### config.mk
export PLATFORM = sky130hd
export DESIGN_NAME = seq_divider
export DESIGN_NICKNAME = d
export VERILOG_FILES = /design/src/rtl/div_pkg.sv /design/src/rtl/div_step.sv /design/src/rtl/seq_divider.sv
export SDC_FILE = /design/constraint.sdc
export NUM_CORES = 1
export LEC_CHECK = 0
export CAP_MARGIN = 10
export CORE_MARGIN = 5
export CORE_UTILIZATION = 35
export CTS_BUF_LIST = sky130_fd_sc_hd__clkbuf_16
export DETAILED_ROUTE_END_ITERATION = 8
export GPL_ROUTABILITY_DRIVEN = 0
export HOLD_SLACK_MARGIN = 0.06
export PLACE_DENSITY = 0.68
export REMOVE_ABC_BUFFERS = 1
export SYNTH_ARGS = -nofsm -noshare
export SYNTH_HDL_FRONTEND = slang
export SYNTH_HIERARCHICAL = 1
export SYNTH_SLANG_ARGS = --single-unit
export TNS_END_PERCENT = 100
### constraint.sdc
create_clock -name clk -period 3.2 [get_ports clk]
set_input_delay 0.96 -clock clk [delete_from_list [all_inputs] [get_ports clk]]
set_output_delay 0.96 -clock clk [all_outputs]
set_load 0.02 [all_outputs]
### src/rtl/div_pkg.sv
// -----------------------------------------------------------------------------
// div_pkg
// Shared types and constant helpers for the sequential restoring divider.
//
// Contents:
//   div_state_t   : FSM state encoding (IDLE, CALC, DONE)
//   cnt_width()   : width of the iteration counter for a given operand width
//   dbz_quotient(): all-ones pattern returned as quotient on divide-by-zero
// -----------------------------------------------------------------------------
package div_pkg;

  // Controller states of seq_divider.
  typedef enum logic [1:0] {
    IDLE = 2'd0,
    CALC = 2'd1,
    DONE = 2'd2
  } div_state_t;

  // The counter must be able to hold values 0..WIDTH.
  function automatic int cnt_width(input int w);
    return $clog2(w + 1);
  endfunction

  // All-ones quotient for divide-by-zero, built wide and sliced by the user.
  // Valid for operand widths up to 64 bits.
  function automatic logic [63:0] dbz_quotient(input int w);
    logic [63:0] ones;
    ones = {64{1'b1}};
    return ones >> (64 - w);
  endfunction

endpackage : div_pkg

### src/rtl/div_step.sv
// -----------------------------------------------------------------------------
// div_step
// One combinational restoring-division step: shift the next dividend bit into
// the partial remainder, compare against the divisor, conditionally subtract
// and produce one quotient bit.
//
// Parameters:
//   WIDTH    : operand width (>= 2)
// Ports:
//   rem_in   : in  [WIDTH-1:0] partial remainder before this step
//   bit_in   : in  1           next dividend bit (MSB first)
//   divisor  : in  [WIDTH-1:0] divisor magnitude
//   rem_out  : out [WIDTH-1:0] partial remainder after this step
//   q_bit    : out 1           quotient bit produced by this step
// -----------------------------------------------------------------------------
module div_step
  import div_pkg::*;
#(
  parameter int WIDTH = 8
) (
  input  logic [WIDTH-1:0] rem_in,
  input  logic             bit_in,
  input  logic [WIDTH-1:0] divisor,
  output logic [WIDTH-1:0] rem_out,
  output logic             q_bit
);

  // The shifted remainder needs WIDTH+1 bits; the top bit can be set only
  // transiently, since the stored remainder is always below the divisor.
  logic [WIDTH:0]   shifted;
  logic [WIDTH-1:0] diff;
  logic             ge;

  // Shift, compare and conditionally subtract.
  always_comb begin
    shifted = {rem_in, bit_in};
    ge      = (shifted >= {1'b0, divisor});
    // When ge holds, the true difference is below 2**WIDTH, so the
    // modulo-2**WIDTH subtraction is exact.
    diff    = shifted[WIDTH-1:0] - divisor;
    if (ge) begin
      rem_out = diff;
      q_bit   = 1'b1;
    end else begin
      rem_out = shifted[WIDTH-1:0];
      q_bit   = 1'b0;
    end
  end

endmodule : div_step

### src/rtl/seq_divider.sv
// -----------------------------------------------------------------------------
// seq_divider
// Multi-cycle restoring divider, one quotient bit per clock, with valid/ready
// handshakes on both the operand and result sides. Only one operation is in
// flight at a time.
//
// Optional feature macro: SEQ_DIVIDER_SIGNED_EN
//   defined   : two's-complement operands; the core divides magnitudes and the
//               signs are fixed on the CALC->DONE edge (truncation toward zero,
//               remainder takes the dividend's sign)
//   undefined : purely unsigned, no sign logic
//
// Parameters:
//   WIDTH       : operand/result width (>= 2)
// Ports:
//   clk         : in  1      rising-edge clock
//   rst         : in  1      synchronous active-high reset
//   in_valid    : in  1      operands valid
//   in_ready    : out 1      block can accept operands (IDLE)
//   dividend    : in  WIDTH  numerator
//   divisor     : in  WIDTH  denominator
//   out_valid   : out 1      result valid (DONE)
//   out_ready   : in  1      consumer accepts result
//   quotient    : out WIDTH  result quotient
//   remainder   : out WIDTH  result remainder
//   div_by_zero : out 1      result came from a zero divisor
//   busy        : out 1      high whenever not IDLE
// -----------------------------------------------------------------------------
module seq_divider
  import div_pkg::*;
#(
  parameter int WIDTH = 8
) (
  input  logic             clk,
  input  logic             rst,
  input  logic             in_valid,
  output logic             in_ready,
  input  logic [WIDTH-1:0] dividend,
  input  logic [WIDTH-1:0] divisor,
  output logic             out_valid,
  input  logic             out_ready,
  output logic [WIDTH-1:0] quotient,
  output logic [WIDTH-1:0] remainder,
  output logic             div_by_zero,
  output logic             busy
);

  localparam int               CW       = cnt_width(WIDTH);
  localparam logic [CW-1:0]    CNT_ZERO = {CW{1'b0}};
  localparam logic [CW-1:0]    CNT_ONE  = {{(CW-1){1'b0}}, 1'b1};
  localparam logic [CW-1:0]    CNT_LAST = CW'(WIDTH - 1);
  localparam logic [WIDTH-1:0] ZERO     = {WIDTH{1'b0}};
  localparam logic [63:0]      DBZ_FULL = dbz_quotient(WIDTH);
  localparam logic [WIDTH-1:0] DBZ_Q    = DBZ_FULL[WIDTH-1:0];

  div_state_t       state;
  logic [CW-1:0]    cnt;
  logic [WIDTH-1:0] part_rem;   // partial remainder between steps
  // Dividend bits leave at the top while quotient bits enter at the bottom;
  // after WIDTH steps the register holds the full quotient.
  logic [WIDTH-1:0] shreg;
  logic [WIDTH-1:0] dvs;        // divisor magnitude held for the operation

  logic [WIDTH-1:0] step_rem;
  logic             step_q;
  logic [WIDTH-1:0] shreg_next;
  logic [WIDTH-1:0] start_a;    // dividend magnitude to load at accept
  logic [WIDTH-1:0] start_b;    // divisor magnitude to load at accept
  logic [WIDTH-1:0] fix_q;      // sign-corrected final quotient
  logic [WIDTH-1:0] fix_r;      // sign-corrected final remainder
  logic             accept;

  div_step #(
    .WIDTH (WIDTH)
  ) u_step (
    .rem_in  (part_rem),
    .bit_in  (shreg[WIDTH-1]),
    .divisor (dvs),
    .rem_out (step_rem),
    .q_bit   (step_q)
  );

  // Next shift-register value and the operand handshake decode.
  always_comb begin
    shreg_next = {shreg[WIDTH-2:0], step_q};
    accept     = (state == IDLE) && in_valid && in_ready;
  end

`ifdef SEQ_DIVIDER_SIGNED_EN
  localparam logic [WIDTH-1:0] ONE = {{(WIDTH-1){1'b0}}, 1'b1};

  logic q_neg;  // quotient must be negated at the end
  logic r_neg;  // remainder must be negated at the end

  // Magnitudes of the incoming operands; MIN maps onto 2**(WIDTH-1), which
  // still fits the unsigned core.
  always_comb begin
    if (dividend[WIDTH-1]) begin
      start_a = ~dividend + ONE;
    end else begin
      start_a = dividend;
    end
    if (divisor[WIDTH-1]) begin
      start_b = ~divisor + ONE;
    end else begin
      start_b = divisor;
    end
  end

  // Sign correction of the unsigned result applied as DONE is entered.
  always_comb begin
    if (q_neg) begin
      fix_q = ~shreg_next + ONE;
    end else begin
      fix_q = shreg_next;
    end
    if (r_neg) begin
      fix_r = ~step_rem + ONE;
    end else begin
      fix_r = step_rem;
    end
  end

  // Capture the operand signs at accept.
  always_ff @(posedge clk) begin
    if (rst) begin
      q_neg <= 1'b0;
      r_neg <= 1'b0;
    end else if (accept) begin
      q_neg <= dividend[WIDTH-1] ^ divisor[WIDTH-1];
      r_neg <= dividend[WIDTH-1];
    end else begin
      q_neg <= q_neg;
      r_neg <= r_neg;
    end
  end
`else
  // Unsigned build: operands and results pass straight through.
  always_comb begin
    start_a = dividend;
    start_b = divisor;
    fix_q   = shreg_next;
    fix_r   = step_rem;
  end
`endif

  // Controller FSM with registered handshake, status and result outputs.
  always_ff @(posedge clk) begin
    if (rst) begin
      state       <= IDLE;
      cnt         <= CNT_ZERO;
      part_rem    <= ZERO;
      shreg       <= ZERO;
      dvs         <= ZERO;
      quotient    <= ZERO;
      remainder   <= ZERO;
      div_by_zero <= 1'b0;
      in_ready    <= 1'b1;
      out_valid   <= 1'b0;
      busy        <= 1'b0;
    end else begin
      case (state)
        IDLE: begin
          if (accept) begin
            cnt         <= CNT_ZERO;
            part_rem    <= ZERO;
            shreg       <= start_a;
            dvs         <= start_b;
            in_ready    <= 1'b0;
            busy        <= 1'b1;
            if (divisor == ZERO) begin
              // No iterations: the result is known immediately.
              state       <= DONE;
              quotient    <= DBZ_Q;
              remainder   <= dividend;
              div_by_zero <= 1'b1;
              out_valid   <= 1'b1;
            end else begin
              state       <= CALC;
              div_by_zero <= 1'b0;
              out_valid   <= 1'b0;
            end
          end else begin
            state     <= IDLE;
            in_ready  <= 1'b1;
            out_valid <= 1'b0;
            busy      <= 1'b0;
          end
        end

        CALC: begin
          part_rem <= step_rem;
          shreg    <= shreg_next;
          cnt      <= cnt + CNT_ONE;
          if (cnt == CNT_LAST) begin
            state     <= DONE;
            quotient  <= fix_q;
            remainder <= fix_r;
            out_valid <= 1'b1;
          end else begin
            state     <= CALC;
            out_valid <= 1'b0;
          end
        end

        DONE: begin
          if (out_ready) begin
            state     <= IDLE;
            out_valid <= 1'b0;
            in_ready  <= 1'b1;
            busy      <= 1'b0;
          end else begin
            state     <= DONE;
            out_valid <= 1'b1;
            in_ready  <= 1'b0;
            busy      <= 1'b1;
          end
        end

        default: begin
          state     <= IDLE;
          in_ready  <= 1'b1;
          out_valid <= 1'b0;
          busy      <= 1'b0;
        end
      endcase
    end
  end

endmodule : seq_divider
# Word-level counts from Yosys, hierarchy flattened
# Cells that the tools add are included.
# totals
reg_bits,50
elab_cells,59
in_bits,20
out_inout_bits,20
# op_classes
n_mux,31
order_cmp,1
n_reduce_logical,8
n_addsub,2
n_eq_ne,6
# op_table
cell,count
8-bit two-way mux,9
8-bit case mux with 2 select lines,4
9-bit by 8-bit >= comparator with 1-bit output,1
1-bit case mux with 3 select lines,3
8-bit logical NOT,1
1-bit two-way mux,8
2-bit two-way mux,4
4-bit case mux with 2 select lines,1
8-bit subtractor,1
2-bit case mux with 3 select lines,1
"4-bit by 1-bit adder with 4-bit output, second input constant",1
"4-bit by 3-bit == test with 1-bit output, second input constant",1
4-bit two-way mux,1
"2-bit != test, second input constant",2
2-bit AND reduction,2
4-bit AND reduction,1
"2-bit by 1-bit == test with 1-bit output, second input constant",1
"2-bit == test, second input constant",1
1-bit logical AND,2
2-bit logical NOT,1
"2-bit by 1-bit != test with 1-bit output, second input constant",1
2-bit nonzero test,1

# Logic depth before layout (Yosys ltp)
# logic_depth
depth_word,5
mapped_depth,12
mapped_depth_nobuf,10

# Hierarchy
# Netlist, hierarchy kept.
# modules_own_cells
module,cells_each,area_per_inst_um2,instances
seq_divider,231,1945.6,1
div_step,66,539.3,1

# Least setup slack after synthesis
# Ideal clock, no wire load.
# synth_path
path_type,register -> register
from,register dvs[6]
to,register remainder[2]
t_required_ps,3078
path_buffers,1
stages_incl_launch_ff,10
arrival_ps,1997
setup_slack_ps,1081
setup_time_ps,122
path_cell_list,dfxtp_1 > inv_1 > ha_1 > a21o_1 > a2111oi_2 > o21a_1 > buf_6 > mux2_4 > nand2_1 > a31oi_1
# synth_via
elab_chain_cells,4
# synth_rtl
item,line,source
from (decl),seq_divider.sv:62,logic [WIDTH-1:0] dvs;
from (signal assigned),seq_divider.sv:168,dvs <= start_b;
9-bit by 8-bit >= comparator with 1-bit output,div_step.sv:37,"ge = (shifted >= {1'b0, divisor});"
8-bit two-way mux,div_step.sv:41,if (ge) begin
net fix_r[2],seq_divider.sv:70,logic [WIDTH-1:0] fix_r;
8-bit two-way mux,seq_divider.sv:195,if (cnt == CNT_LAST) begin
8-bit case mux with 2 select lines,seq_divider.sv:162,case (state)
to (signal assigned),seq_divider.sv:175,remainder <= dividend;
to (signal assigned),seq_divider.sv:198,remainder <= fix_r;
to (decl),seq_divider.sv:43,"output logic [WIDTH-1:0] remainder,"
# The timed path passes the listed nets, and every way through them passes these cells. The select of a mux whose other input is x is not followed.
# A chain may end at the register's enable or synchronous reset.

# Worst setup path in the final report
# layout_path
from,register dvs[6]
to,register remainder[4]
# The elaborated chain is that of the path after synthesis.

==> results by group <==
GRT
  • Vias in the first global route: 2,015
  • Overflow after GRT: 0
  • First-pass GRT wire length: 9870 um
  • GR Util met2: 20.3%
  • Initial antenna violation count: 0
  • GRT met1 Usage: 20.3%
  • Largest net degree at the start of global routing: 35
  • Met3 Use GR: 3.37%
  • Most used routing layer: met1
  • Global Route Usage Sum: 13.9%

Yosys
  • Synth area leaders: dfxtp_1 39%, nand2_1 9.1%, a21oi_1 7.0%, ha_1 4.5%, a31oi_1 4.3%
  • FF+latch count, synth: 49
  • Largest area contributor in the synthesized netlist: dfxtp_1
  • Cell Area, Synth: 0.00248 sq mm
  • Synth top area share: 39.5%
  • Most frequent cell after synthesis: nand2_1
  • Number of synthesized flops with an enable pin: 0
  • Mean Syn Cell Area: 8.37 sq um
  • Synth Warn #: 6
  • Post-synthesis cell type count: 44
  • Syn Inst Count: 297
  • Commonest cells in the netlist: 60 x nand2_1, 49 x dfxtp_1, 35 x a21oi_1
  • Ys async rst share: 0%
  • Register area share after synthesis: 39.5%
  • Top_reg_cell synth: dfxtp_1

Worst setup path
  • R2R setup slack: 0.68 ns
  • Critical-path maximum fanout: 9
  • Worst setup EP type: flop
  • CP cell instances: inv_1 > ha_1 > a21o_1 > a2111oi_2 > o21a_1 > mux2_4 > nand2_1 > a31oi_1
  • RR Startpoint: dvs[6]$_SDFFE_PP0P_
  • Arrival @ worst endpoint: 2.68 ns
  • Kind of critical path: reg2reg
  • Slowest cell delay on critical path: 0.50 ns
  • R2R Path End: remainder[4]$_SDFFE_PP0P_
  • Worst path bufs/invs: 1
  • Slowest cell on the critical path: o21a_1
  • R2R cell count: 8
  • Delay-heaviest family, CP: compound AO/OA/AOI/OAI gates
  • Startpoint types: flop
  • Critical Path RT: 3.37 ns

CTS
  • Root Driver: clkbuf_16
  • Clock slew at reported path FFs: 0.07 ns
  • Worst skew pair latency: 0.29 ns
  • Num CTS Buffers: 5
  • Clock buffer depth: 2
  • Clock sink count: 49
  • CTS tree: yes
  • # Post-CTS Setup Buffers: 0
  • # hold bufs at CTS: 0
  • Resized cells post-CTS: 0
  • H-tree Lvls: 2

Final layout
  • # diodes: 0
  • Nets: 358
  • Area of the multi-input gates: 0.00134 sq mm
  • FF+latch area: 981 sq um
  • Layout cell share with drive strength beyond 1: 8.81%
  • Fill cells: 685
  • Final cell count without fillers: 425
  • P&R area growth vs syn: 23.6%

STA
  • Setup Total Neg Slack: 0 ns
  • Min Clock Period, post-route: 2.52 ns
  • Rel. slew slack: 32.6%
  • Final hold vios: 0
  • Final setup skew: 0.00501 ns
  • Achievable frequency: 397 MHz
  • Period utilization: 78.6%
  • Final Setup Violations: 0
  • Worst-Margin Slew: 1.01 ns
  • Slew Viols, Final: 0
  • RSZ-0062 raised after global routing: no
  • Fin worst setup slack: 0.684 ns

Route
  • Total routed wirelength: 5980 um
  • Via density: 5.10
  • Vias: 2,168
  • DR DRC count: 0
  • Drt pass-1 iters: 4
  • Post-DRT Antenna Nets: 0
  • Iteration-0 DRC Markers: 148
  • Routed wire per std cell: 14.1 um

Power
  • Switching pwr: 0.533 mW
  • Clock network fraction of total power: 30.9%
  • Pwr Density: 567 mW/mm^2
  • Internal: 1.21 mW
  • Max IR drop VDD: 326 uV
  • Leak pwr: 1.16 nW
  • Comb pwr share: 30.4%
  • Sw Ratio: 30.6%
  • Seq pwr share: 38.8%

Hold path
  • Hold path cells: 2
  • HP Start: div_by_zero$_SDFFE_PP0P_
  • Hold crit path type: reg2reg
  • Hold worst-path end: div_by_zero$_SDFFE_PP0P_

Die
  • Core area: 0.00687 sq mm
  • Die H: 94.3 um
  • Die area: 0.00888 sq mm
  • Initial Utilization: 36.2%
  • Die width: 94.3 um
  • Cell row count: 30
  • I/O Pins: 40

Placement
  • Placed cells: 417
  • Worst slack, placed: 0.488 ns
  • DPL Wire Length: 4330 um
  • PortBufs: 39

Outcome
  • Status: finished, final reports clean

Job
  • Max-cap violations: 0
[power groups by stage]
| stage | Sequential [mW] | Clock, mW | Combinational [mW] |
|---|---|---|---|
| global route | 0.680 | 0.572 | 0.585 |
| detailed placement | 0.689 | 0 | 0.526 |
| CTS | 0.676 | 0.544 | 0.528 |
| finish | 0.675 | 0.538 | 0.529 |
| global placement | 0.688 | 0 | 0.522 |
| floorplan | 0.684 | 0 | 0.407 |
[sequential cells by signal (all words and copies together), names as in the netlist]
| name | cells |
|---|---|
| remainder | 8 |
| quotient | 8 |
| div_by_zero | 1 |
| cnt | 4 |
| busy | 1 |
| dvs | 8 |
| state | 1 |
| in_ready | 1 |
| shreg | 8 |
| out_valid | 1 |
| part_rem | 8 |
[cells by family after synthesis]
family	synth area share (%)
DFF	39.5
buffers and inverters	6.44
adders and majority gates	5.34
and+or+nand+nor	18.7
xor gates and xnor gates	1.06
muxes	4.43
AOI/OAI and AO/OA	24.5
[final cells by class]
cell class / count / area share, %
Clock inverter: 3 / 0.815
Inverter: 13 / 1.59
Timing Repair Buffer: 44 / 13.9
Multi-Input combinational cell: 215 / 43.7
Clock buffer: 5 / 4.07
Sequential cell: 49 / 31.9
Tap cell: 96 / 3.91
[worst reg2reg max path, stage by stage (launching register included)]
cell       delay [ns]
dfxtp_1          0.34
inv_1            0.05
ha_1             0.36
a21o_1           0.24
a2111oi_2        0.36
o21a_1           0.50
mux2_4           0.35
nand2_1          0.10
a31oi_1          0.08
[per-stage QoR]
step                power (mW)  util (%)  hold slack [ns]  instance area, sq um
floorplan                 1.09         -            0.430                  2370
global placement          1.21      42.5            0.444                  2920
detailed placement        1.22      42.5            0.446                  2920
CTS                       1.75      44.7            0.456                  3070
global route              1.84      44.7            0.476                  3070
finish                    1.74      44.7            0.454                  3070
[worst max path at each step]
| stage | from | endpoint | depth (start not counted) |
|---|---|---|---|
| global placement | divisor[7] | quotient[6]$_SDFFE_PP0P_ | 5 |
| global route | dvs[6]$_SDFFE_PP0P_ | remainder[5]$_SDFFE_PP0P_ | 8 |
| finish | dvs[6]$_SDFFE_PP0P_ | remainder[4]$_SDFFE_PP0P_ | 8 |
| CTS | dvs[6]$_SDFFE_PP0P_ | remainder[4]$_SDFFE_PP0P_ | 8 |
| floorplan | dvs[6]$_SDFFE_PP0P_ | remainder[2]$_SDFFE_PP0P_ | 8 |
| detailed placement | divisor[7] | quotient[3]$_SDFFE_PP0P_ | 5 |
[placed cells by master (no fill, tap or decap), types with 6 or more instances in the layout]
cell type and instances:
a31oi_1 17, a21oi_1 35, dfxtp_1 49, clkdlybuf4s50_1 39, nor2_1 14, ha_1 9, inv_1 13, mux2_4 6
nand2_1 60, a21o_1 10, o221a_1 7, o21ai_0 12
[per-layer routing]
metal / wire [um] / up-vias / part of all wire, %
met2: 2540 / 51 / 42
li1: - / 1107 / -
met4: 49 / 0 / 0.82
met3: 337 / 6 / 5.6
met5: 0 / - / 0
met1: 3060 / 1004 / 51
No activity file was read; power rests on OpenSTA's default activity.
